### config.mk
export PLATFORM = sky130hd
export DESIGN_NAME = alu_arbiter
export DESIGN_NICKNAME = d
export VERILOG_FILES = /design/src/rtl/alu_arbiter.sv
export SDC_FILE = /design/constraint.sdc
export NUM_CORES = 1
export LEC_CHECK = 0
export ABC_AREA = 1
export ABC_CLOCK_PERIOD_IN_PS = 2060
export BUFFER_PORTS_ARGS = -buffer_cell sky130_fd_sc_hd__buf_2
export CAP_MARGIN = 10
export CORE_MARGIN = 5
export CORE_UTILIZATION = 30
export CTS_CLUSTER_SIZE = 14
export DETAILED_ROUTE_END_ITERATION = 8
export GPL_TIMING_DRIVEN = 0
export PLACE_DENSITY_LB_ADDON = 0.1
export SETUP_SLACK_MARGIN = 0.05
export SKIP_LAST_GASP = 1
export SLEW_MARGIN = 25
export SYNTH_ARGS = -nofsm -noshare
export SYNTH_HDL_FRONTEND = slang
export SYNTH_SLANG_ARGS = --single-unit
### constraint.sdc
create_clock -name clk -period 2.06 [get_ports clk]
set_clock_uncertainty 0.15 [all_clocks]
set_input_delay 0.206 -clock clk [delete_from_list [all_inputs] [get_ports clk]]
set_output_delay 0.206 -clock clk [all_outputs]
set_load 0.02 [all_outputs]
### src/rtl/alu_arbiter.sv
// alu_arbiter: shares one combinational ALU between two requesters.
// Round-robin grant, one operation in flight, registered ALU operands,
// captured result/zero returned on a per-requester response channel.
module alu_arbiter #(
   parameter int WIDTH = 8,
   parameter int OPW   = 3
) (
   input  logic             clk,
   input  logic             rst_n,
   input  logic             req0_valid,
   output logic             req0_ready,
   input  logic [WIDTH-1:0] req0_a,
   input  logic [WIDTH-1:0] req0_b,
   input  logic [OPW-1:0]   req0_op,
   input  logic             req1_valid,
   output logic             req1_ready,
   input  logic [WIDTH-1:0] req1_a,
   input  logic [WIDTH-1:0] req1_b,
   input  logic [OPW-1:0]   req1_op,
   output logic             resp0_valid,
   input  logic             resp0_ready,
   output logic [WIDTH-1:0] resp0_result,
   output logic             resp0_zero,
   output logic             resp1_valid,
   input  logic             resp1_ready,
   output logic [WIDTH-1:0] resp1_result,
   output logic             resp1_zero,
   output logic [WIDTH-1:0] alu_data1,
   output logic [WIDTH-1:0] alu_data2,
   output logic [OPW-1:0]   alu_op,
   input  logic [WIDTH-1:0] alu_result,
   input  logic             alu_zero,
   output logic             busy
);

   typedef enum logic [1:0] {IDLE, ISSUE, RESP} state_t;

   state_t           state_reg, state_next;
   logic             last_grant_reg;
   logic             grant_reg;
   logic [WIDTH-1:0] a_reg, b_reg, res_reg;
   logic [OPW-1:0]   op_reg;
   logic             zero_reg;

   logic             sel;        // requester that would win in IDLE
   logic             accept;     // handshake happens this cycle
   logic             resp_done;  // response consumed this cycle

   // Grant choice: a lone requester wins; on a tie the one not served last wins.
   always_comb begin
      sel = req1_valid;
      if (req0_valid && req1_valid) begin
         sel = ~last_grant_reg;
      end
   end

   // State register.
   always_ff @(posedge clk) begin
      if (!rst_n) begin
         state_reg <= IDLE;
      end else begin
         state_reg <= state_next;
      end
   end

   // Next-state and handshake outputs; ready is gated by reset so nothing is accepted while held.
   always_comb begin
      state_next  = state_reg;
      req0_ready  = 1'b0;
      req1_ready  = 1'b0;
      resp0_valid = 1'b0;
      resp1_valid = 1'b0;
      accept      = 1'b0;
      resp_done   = 1'b0;
      case (state_reg)
         IDLE: begin
            if (rst_n && (req0_valid || req1_valid)) begin
               accept     = 1'b1;
               req0_ready = ~sel;
               req1_ready = sel;
               state_next = ISSUE;
            end
         end
         ISSUE: begin
            state_next = RESP;
         end
         RESP: begin
            resp0_valid = ~grant_reg;
            resp1_valid = grant_reg;
            resp_done   = grant_reg ? resp1_ready : resp0_ready;
            if (resp_done) begin
               state_next = IDLE;
            end
         end
         default: begin
            state_next = IDLE;
         end
      endcase
   end

   // Operand latch on handshake, result capture in ISSUE, round-robin pointer update on completion.
   always_ff @(posedge clk) begin
      if (!rst_n) begin
         last_grant_reg <= 1'b1;
         grant_reg      <= 1'b0;
         a_reg          <= '0;
         b_reg          <= '0;
         op_reg         <= '0;
         res_reg        <= '0;
         zero_reg       <= 1'b0;
      end else begin
         if (accept) begin
            grant_reg <= sel;
            a_reg     <= sel ? req1_a  : req0_a;
            b_reg     <= sel ? req1_b  : req0_b;
            op_reg    <= sel ? req1_op : req0_op;
         end
         if (state_reg == ISSUE) begin
            res_reg  <= alu_result;
            zero_reg <= alu_zero;
         end
         if (resp_done) begin
            last_grant_reg <= grant_reg;
         end
      end
   end

   assign alu_data1    = a_reg;
   assign alu_data2    = b_reg;
   assign alu_op       = op_reg;
   assign resp0_result = res_reg;
   assign resp1_result = res_reg;
   assign resp0_zero   = zero_reg;
   assign resp1_zero   = zero_reg;
   assign busy         = (state_reg != IDLE);

endmodule

### Yosys cells after proc, flatten, opt, wreduce, memory -nomap -nowiden

Cells that the tools add are included.

| storage, ports and cells | value |
|---|---|
| register bits | 32 |
| input port bits | 53 |
| RAM bits | 0 |
| memories kept | 0 |
| output and inout port bits | 42 |
| word-level logic and storage cells | 38 |
| latch bits | 0 |
| memory bits (read-only) | 0 |

| cells by class | value |
|---|---|
| equal/unequal tests | 4 |
| magnitude comparators | 0 |
| bitwise operators | 3 |
| $add $sub $neg | 0 |
| shifts and indexed selects | 0 |
| muxes and demuxes | 17 |
| reduce and logical (&&, ||, !) cells | 6 |
| multipliers | 0 |
| divide/modulo/power cells | 0 |

Operators with widths:

| cell | number |
|---|---|
| 8-bit 2-to-1 mux | 2 |
| 1-bit 2-to-1 mux | 11 |
| 2-bit one-hot mux with 3 select lines | 1 |
| 2-bit 2-to-1 mux | 2 |
| 2-bit inequality test (second input constant) | 2 |
| 3-bit 2-to-1 mux | 1 |
| 1-bit inverter | 3 |
| 2-bit by 1-bit == test with 1-bit output (second input constant) | 1 |
| 2-bit == test (second input constant) | 1 |
| 1-bit logical AND | 2 |
| 2-bit zero test | 1 |
| 2-bit AND reduction | 1 |
| 2-bit nonzero test | 1 |
| 1-bit logical OR | 1 |

### Depth between registers and ports, before layout

Gate-level depths: netlist of the first run.

| depth | value |
|---|---|
| depth after elaboration | 5 |
| depth in mapped cells | 7 |
| mapped depth without buffers | 6 |

### Worst setup path before layout of the first run

No wires, ideal clock.

| path | value |
|---|---|
| kind | reg2out |
| start | register state_reg[0] |
| end | output port req1_ready |
| stages on the path, launching flop included | 5 |
| data required time | 1704 ps |
| data arrival time | 993 ps |
| path buffers | 1 |
| path slack | 711 ps |
| cell sequence | dfxtp_1 nor2_2 nand2_1 buf_4 nor2_1 |

| on the way | value |
|---|---|
| cells in the longest elaborated chain, start to end | 2 |

Ends and longest elaborated chain:

| what | RTL line | text |
|---|---|---|
| from (decl) | 38 | `state_t state_reg, state_next;` |
| from (signal assigned) | 62 | `state_reg <= state_next;` |
| 2-bit zero test | 75 | `case (state_reg)` |
| 1-bit 2-to-1 mux | 75 |  |
| to (decl) | 16 | `output logic req1_ready,` |

No other way between the ends.

### Worst setup path after layout of the first run

Same ends and word-level chain as after synthesis.

==> results.json, run 1 <==
{
  "relSlewSlack_pct": 67.8,
  "worstPathArrival_ns": 1.34,
  "die_area_mm2": 0.00661,
  "post_cts_buffers": 0,
  "place_hpwl_um": 3380,
  "fin_nets": 380,
  "fin_area_mm2": 0.00221,
  "wl_um": 4440,
  "powerDensity_mw_per_mm2": 808,
  "port_buffers": 94,
  "cts_resized": 0,
  "cap_violations": 0,
  "synth_seq_cells": 32,
  "clockBufferDepth": 2,
  "setup_viol": 0,
  "die_h_um": 81.3,
  "drtAntennaViolNets": 0,
  "fill_cells": 570,
  "ioPinCount": 95,
  "firstDrtPassIters": 4,
  "initial_core_util_pct": 30.4,
  "synth.yosys.warnings": 0,
  "use_met3_pct": 4.99,
  "area_growth_pct": 44.9,
  "slew_viol_final": 0,
  "track_usage_pct": 13.7,
  "rsz0062_at_grt": "no",
  "overflow": 0,
  "syn_inst": 226,
  "synth.distinct_cells": 16,
  "netlist_area_mm2": 0.00153,
  "grt_max_degree": 11,
  "place_area_mm2": 0.00208,
  "fin_tns_setup_ns": 0,
  "drc": 0,
  "min_period_over_period_pct": 82.4,
  "synth_top_area_cell": "dfxtp_1",
  "die_w_um": 81.3,
  "ys_seq_area_share_pct": 42.0,
  "fmax_mhz": 589,
  "fin_ws_ns": 0.362,
  "max-vdd-ir-drop_v": 0.000368,
  "wl_per_cell_um": 11.2,
  "fin_util_pct": 44.1,
  "avgViaCountPerCell": 4.21,
  "design_power_total_mw": 1.78,
  "drt-initial-drc-count": 48,
  "cts.sinks": 32,
  "setup.worst_path.class": "reg2out",
  "critPathMaxFanout": 10,
  "status": "complete, no violations",
  "post-place-ws_ns": 0.658,
  "netlist_top_cells_area": "dfxtp_1 42%, nand2_1 21%, a21oi_1 6.9%",
  "tightest_slew_ns": 0.483,
  "fin_hold_ws_ns": 0.0192,
  "cts_hold_buf": 0,
  "endpoint_kind": "output port",
  "holdCritPathClass": "in2reg",
  "cts-root-buf": "clkbuf_8",
  "place_congestion": 0.716,
  "antenna_found_initial": 0,
  "cts_inserted_buffers": 5,
  "clock_latency_ns": 0.28,
  "fin_crit_ns": 1.70,
  "use_met1_pct": 16.5,
  "h-tree-depth": 2,
  "clkTransAtPathRegs_ns": 0.06,
  "first_global_vias": 1499,
  "vias": 1676,
  "layout-drive-gt1-share_pct": 38.1,
  "coreArea_mm2": 0.00501,
  "netlist.area_leader.share_pct": 42.0,
  "grt_pass1_wl_um": 6830,
  "required_ns": 1.70,
  "busiest_layer": "met2",
  "power.leakage_nw": 1.19,
  "synth_area_per_cell_um2": 6.75,
  "syn_nets": 279,
  "grt_use_met2_pct": 21.3,
  "hold_viol": 0,
  "critPathLaunchType": "register",
  "rows": 26,
  "place_inst": 390,
  "cts_tree": "built",
  "diodes": 0,
  "finalNonFillerCells": 398
}
==> worst max-delay path, cell delays in order (launching register included) <==
cell,delay [ns]
dfxtp_1,0.32
nor2_2,0.17
nand2_1,0.12
buf_4,0.19
nor2_1,0.10
buf_2,0.17
==> layout by cell type (no fill, tap or decap), types with 5 or more instances in the layout <==
master / count
a21oi_1: 21
buf_2: 98
buf_4: 13
clkbuf_8: 7
dfxtp_1: 32
inv_1: 5
nand2_1: 85
nand3_1: 20
nor2_1: 24
o21ai_0: 10
==> path summary, 6_finish.rpt <==
kind                                     from              end  slack (ns)  cells past startpoint
worst max-delay path             state_reg[0]       req1_ready        0.36                      5
worst max register to register   state_reg[0]     alu_data2[4]        0.80                      6
worst min register to register   alu_data2[2]     alu_data2[2]        0.31                      2
worst min-delay path            alu_result[2]  resp0_result[2]        0.02                      3
==> cells by family (layout without fill, tap and decap cells) <==
logic type             after synthesis  count (layout)  share of synthesized area [%]
AO/OA/AOI/OAI                       32              32                           10.7
buffers and inverters               29             131                           11.6
flip-flops                          32              32                           42.0
AND/OR/NAND/NOR                    133             133                           35.7
==> cell type report <==
cell class | instances | area, µm² | area share [%]
Timing Repair Buffer | 94 | 470 | 21.3
Multi-Input combinational cell | 165 | 707 | 32.0
Clock buffer | 7 | 96.3 | 4.36
Inverter | 6 | 22.5 | 1.02
Buffer | 23 | 155 | 7.02
Clock inverter | 1 | 30.0 | 1.36
Tap cell | 70 | 87.6 | 3.96
Sequential cell | 32 | 641 | 29.0
==> report_power, final <==
group | switching (mW) | internal, mW | total [mW]
Clock | 0.227 | 0.427 | 0.654
Combinational | 0.259 | 0.176 | 0.435
Sequential | 0.0272 | 0.668 | 0.696
Total | 0.513 | 1.27 | 1.78
==> Yosys cell counts (all sizes together) <==
| cell type | number |
|---|---|
| nand3 | 20 |
| nand2 | 86 |
| clkbuf | 4 |
| inv | 5 |
| o21ai | 10 |
| dfxtp | 32 |
| buf | 19 |
| clkinv | 1 |
| o211ai | 1 |
| nor2 | 27 |
| a21oi | 21 |
==> layer usage <==
metal	routed length, µm	vias up
li1	-	908
met1	1900	701
met2	2040	59
met3	424	8
met4	77	0
met5	0	-
No activity file was read; power rests on OpenSTA's default activity.
==> run 2, diff against run 1 <==
--- a/config.mk
+++ b/config.mk
@@ -6,7 +6,7 @@
 export NUM_CORES = 1
 export LEC_CHECK = 0
 export ABC_AREA = 1
-export ABC_CLOCK_PERIOD_IN_PS = 2060
+export ABC_CLOCK_PERIOD_IN_PS = 1600
 export BUFFER_PORTS_ARGS = -buffer_cell sky130_fd_sc_hd__buf_2
 export CAP_MARGIN = 10
 export CORE_MARGIN = 5
==> constraint.sdc (replaced) <==
create_clock -name clk -period 1.6 [get_ports clk]
set_clock_uncertainty 0.15 [all_clocks]
set_input_delay 0.16 -clock clk [delete_from_list [all_inputs] [get_ports clk]]
set_output_delay 0.16 -clock clk [all_outputs]
set_load 0.02 [all_outputs]
==> run 2 against run 1 <==
  * Final area increased by 8.4%
  * Worst setup slack got worse by 0.24 ns
  * Highest routed layer unchanged
  * Sequential share of layout area decreased by 2.0 points
  * Non-clock buffer count increased by 13
  * Via count increased by 3.8%
  * Global-route usage increased by 0.46 points
  * Largest power group unchanged
==> results.json, run 2 (synthesis results as in run 1) <==
{
  "status": "complete, no violations",
  "port_buffers": 94,
  "mostFrequentLayoutCells": "94 x buf_2, 83 x nand2_1, 29 x dfxtp_1",
  "place_inst": 390,
  "finalNonFillerCells": 411,
  "p_int_mw": 1.68,
  "holdCritPathClass": "in2reg",
  "multi_input_area_um2": 743,
  "ff_latch_area_um2": 647,
  "relSlewSlack_pct": 67.6,
  "fin_crit_ns": 1.48,
  "sw_frac_of_total_pct": 28.9,
  "fin_tns_setup_ns": 0,
  "setup.worst_path.class": "reg2out",
  "cts_tree": "built",
  "cts_inserted_buffers": 5,
  "hold_viol": 0,
  "cap_violations": 0,
  "clkTransAtPathRegs_ns": 0.06,
  "h-tree-depth": 2,
  "wl_um": 4560,
  "grt_pass1_wl_um": 7110,
  "final_common_cell": "buf_2",
  "fin_util_pct": 47.8,
  "place_congestion": 0.716,
  "endpoint_kind": "output port",
  "ioPinCount": 95,
  "first_global_vias": 1595,
  "drtAntennaViolNets": 0,
  "power_frac_seq_pct": 38.2,
  "area_growth_pct": 57.1,
  "layout-drive-gt1-share_pct": 39.9,
  "die_h_um": 81.3,
  "fill_cells": 557,
  "setup_viol": 0,
  "place_hpwl_um": 3380,
  "powerDensity_mw_per_mm2": 983,
  "avgViaCountPerCell": 4.23,
  "rows": 26,
  "drc": 0,
  "max-vdd-ir-drop_v": 0.000495,
  "grt_max_degree": 11,
  "clock_latency_ns": 0.28,
  "rsz0062_at_grt": "yes",
  "min_period_over_period_pct": 92.2,
  "die_area_mm2": 0.00661,
  "critPathLaunchType": "register",
  "initial_core_util_pct": 30.4,
  "tightest_slew_ns": 0.486,
  "critPathMaxFanout": 3,
  "track_usage_pct": 14.1,
  "fmax_mhz": 678,
  "wl_per_cell_um": 11.1,
  "slew_viol_final": 0,
  "worst_hold_startpoint": "resp1_ready",
  "r2r-start": "state_reg[0]",
  "clockBufferDepth": 2,
  "cts-root-buf": "clkbuf_8",
  "pwr-share-clk_pct": 35.7,
  "p_comb_share_pct": 26.1,
  "cts.sinks": 32,
  "fin_area_mm2": 0.00240,
  "antenna_found_initial": 0,
  "cp-startpoint": "state_reg[0]",
  "diodes": 0,
  "firstDrtPassIters": 4,
  "worstPathArrival_ns": 1.17,
  "fin_nets": 393,
  "drt-initial-drc-count": 33,
  "die_w_um": 81.3,
  "net-switching-power_uw": 680,
  "place_area_mm2": 0.00208,
  "overflow": 0,
  "design_power_total_mw": 2.36,
  "vias": 1739,
  "required_ns": 1.29,
  "power.leakage_nw": 1.25,
  "coreArea_mm2": 0.00501
}
-- run 2: cell types whose count changed in the layout (fill, tap and decap cells not counted), sizes merged --
cell | before | now
buf | 113 | 116
dlygate4sd3 | 0 | 10
-- run 2: metal layers --
layer | routed length (µm) | global-route usage [%] | share of wire (%)
met4 | 77 | 6.59 | 1.7
met3 | 419 | 4.88 | 9.2
met2 | 2160 | 22.6 | 47
met5 | 0 | 0 | 0
met1 | 1910 | 16.8 | 42
-- run 2: what timing repair did --
| action | 4_1_cts | 5_1_grt |
|---|---|---|
| buffers inserted | 2 | 1 |
| pin swaps | 2 | 2 |
| setup endpoints to repair | 2 | 4 |
| resized for setup | 8 | 12 |
| hold endpoints to repair | 9 | 0 |
| hold buffers | 10 | 0 |
-- run 2: cell type report --
cell class,count,area share (%)
flip-flops and latches,32,27.0
plain buffers,23,6.74
well taps,70,3.66
repair buffers,107,25.4
clock buffers,7,4.02
multi-input cells,165,31.0
clock inverters,1,1.25
inverters,6,0.940
-- run 2: final timing paths --
check | endpoint | depth (start not counted) | slack [ns]
worst max-delay path | req1_ready | 5 | 0.12
worst min-delay path | state_reg[1] | 4 | 0.04
worst max register to register | alu_data2[4] | 7 | 0.25
worst min register to register | alu_data2[2] | 2 | 0.31
-- run 2: per-stage QoR --
step / setup slack (ns) / hold WS, ns
finish: 0.124 / 0.0425
global route: 0.0441 / 0.0575
CTS: 0.0490 / 0.0408
detailed placement: 0.244 / 0.266
global placement: 0.249 / 0.260
floorplan: 0.285 / 0.146
-- run 2: critical path, stage by stage (launching register included) --
cell and delay [ns]:
dfxtp_4 0.36, nor2_4 0.13, nand2_4 0.08, buf_6 0.13, nor2_4 0.07, buf_6 0.12
-- run 2: power groups by stage --
stage	clock (mW)	combinational (mW)	sequential (mW)
6_report	0.841	0.615	0.899
5_1_grt	0.914	0.682	0.908
4_1_cts	0.877	0.613	0.896
3_5_place_dp	0	0.570	0.914
3_3_place_gp	0	0.566	0.913
2_1_floorplan	0	0.296	0.981
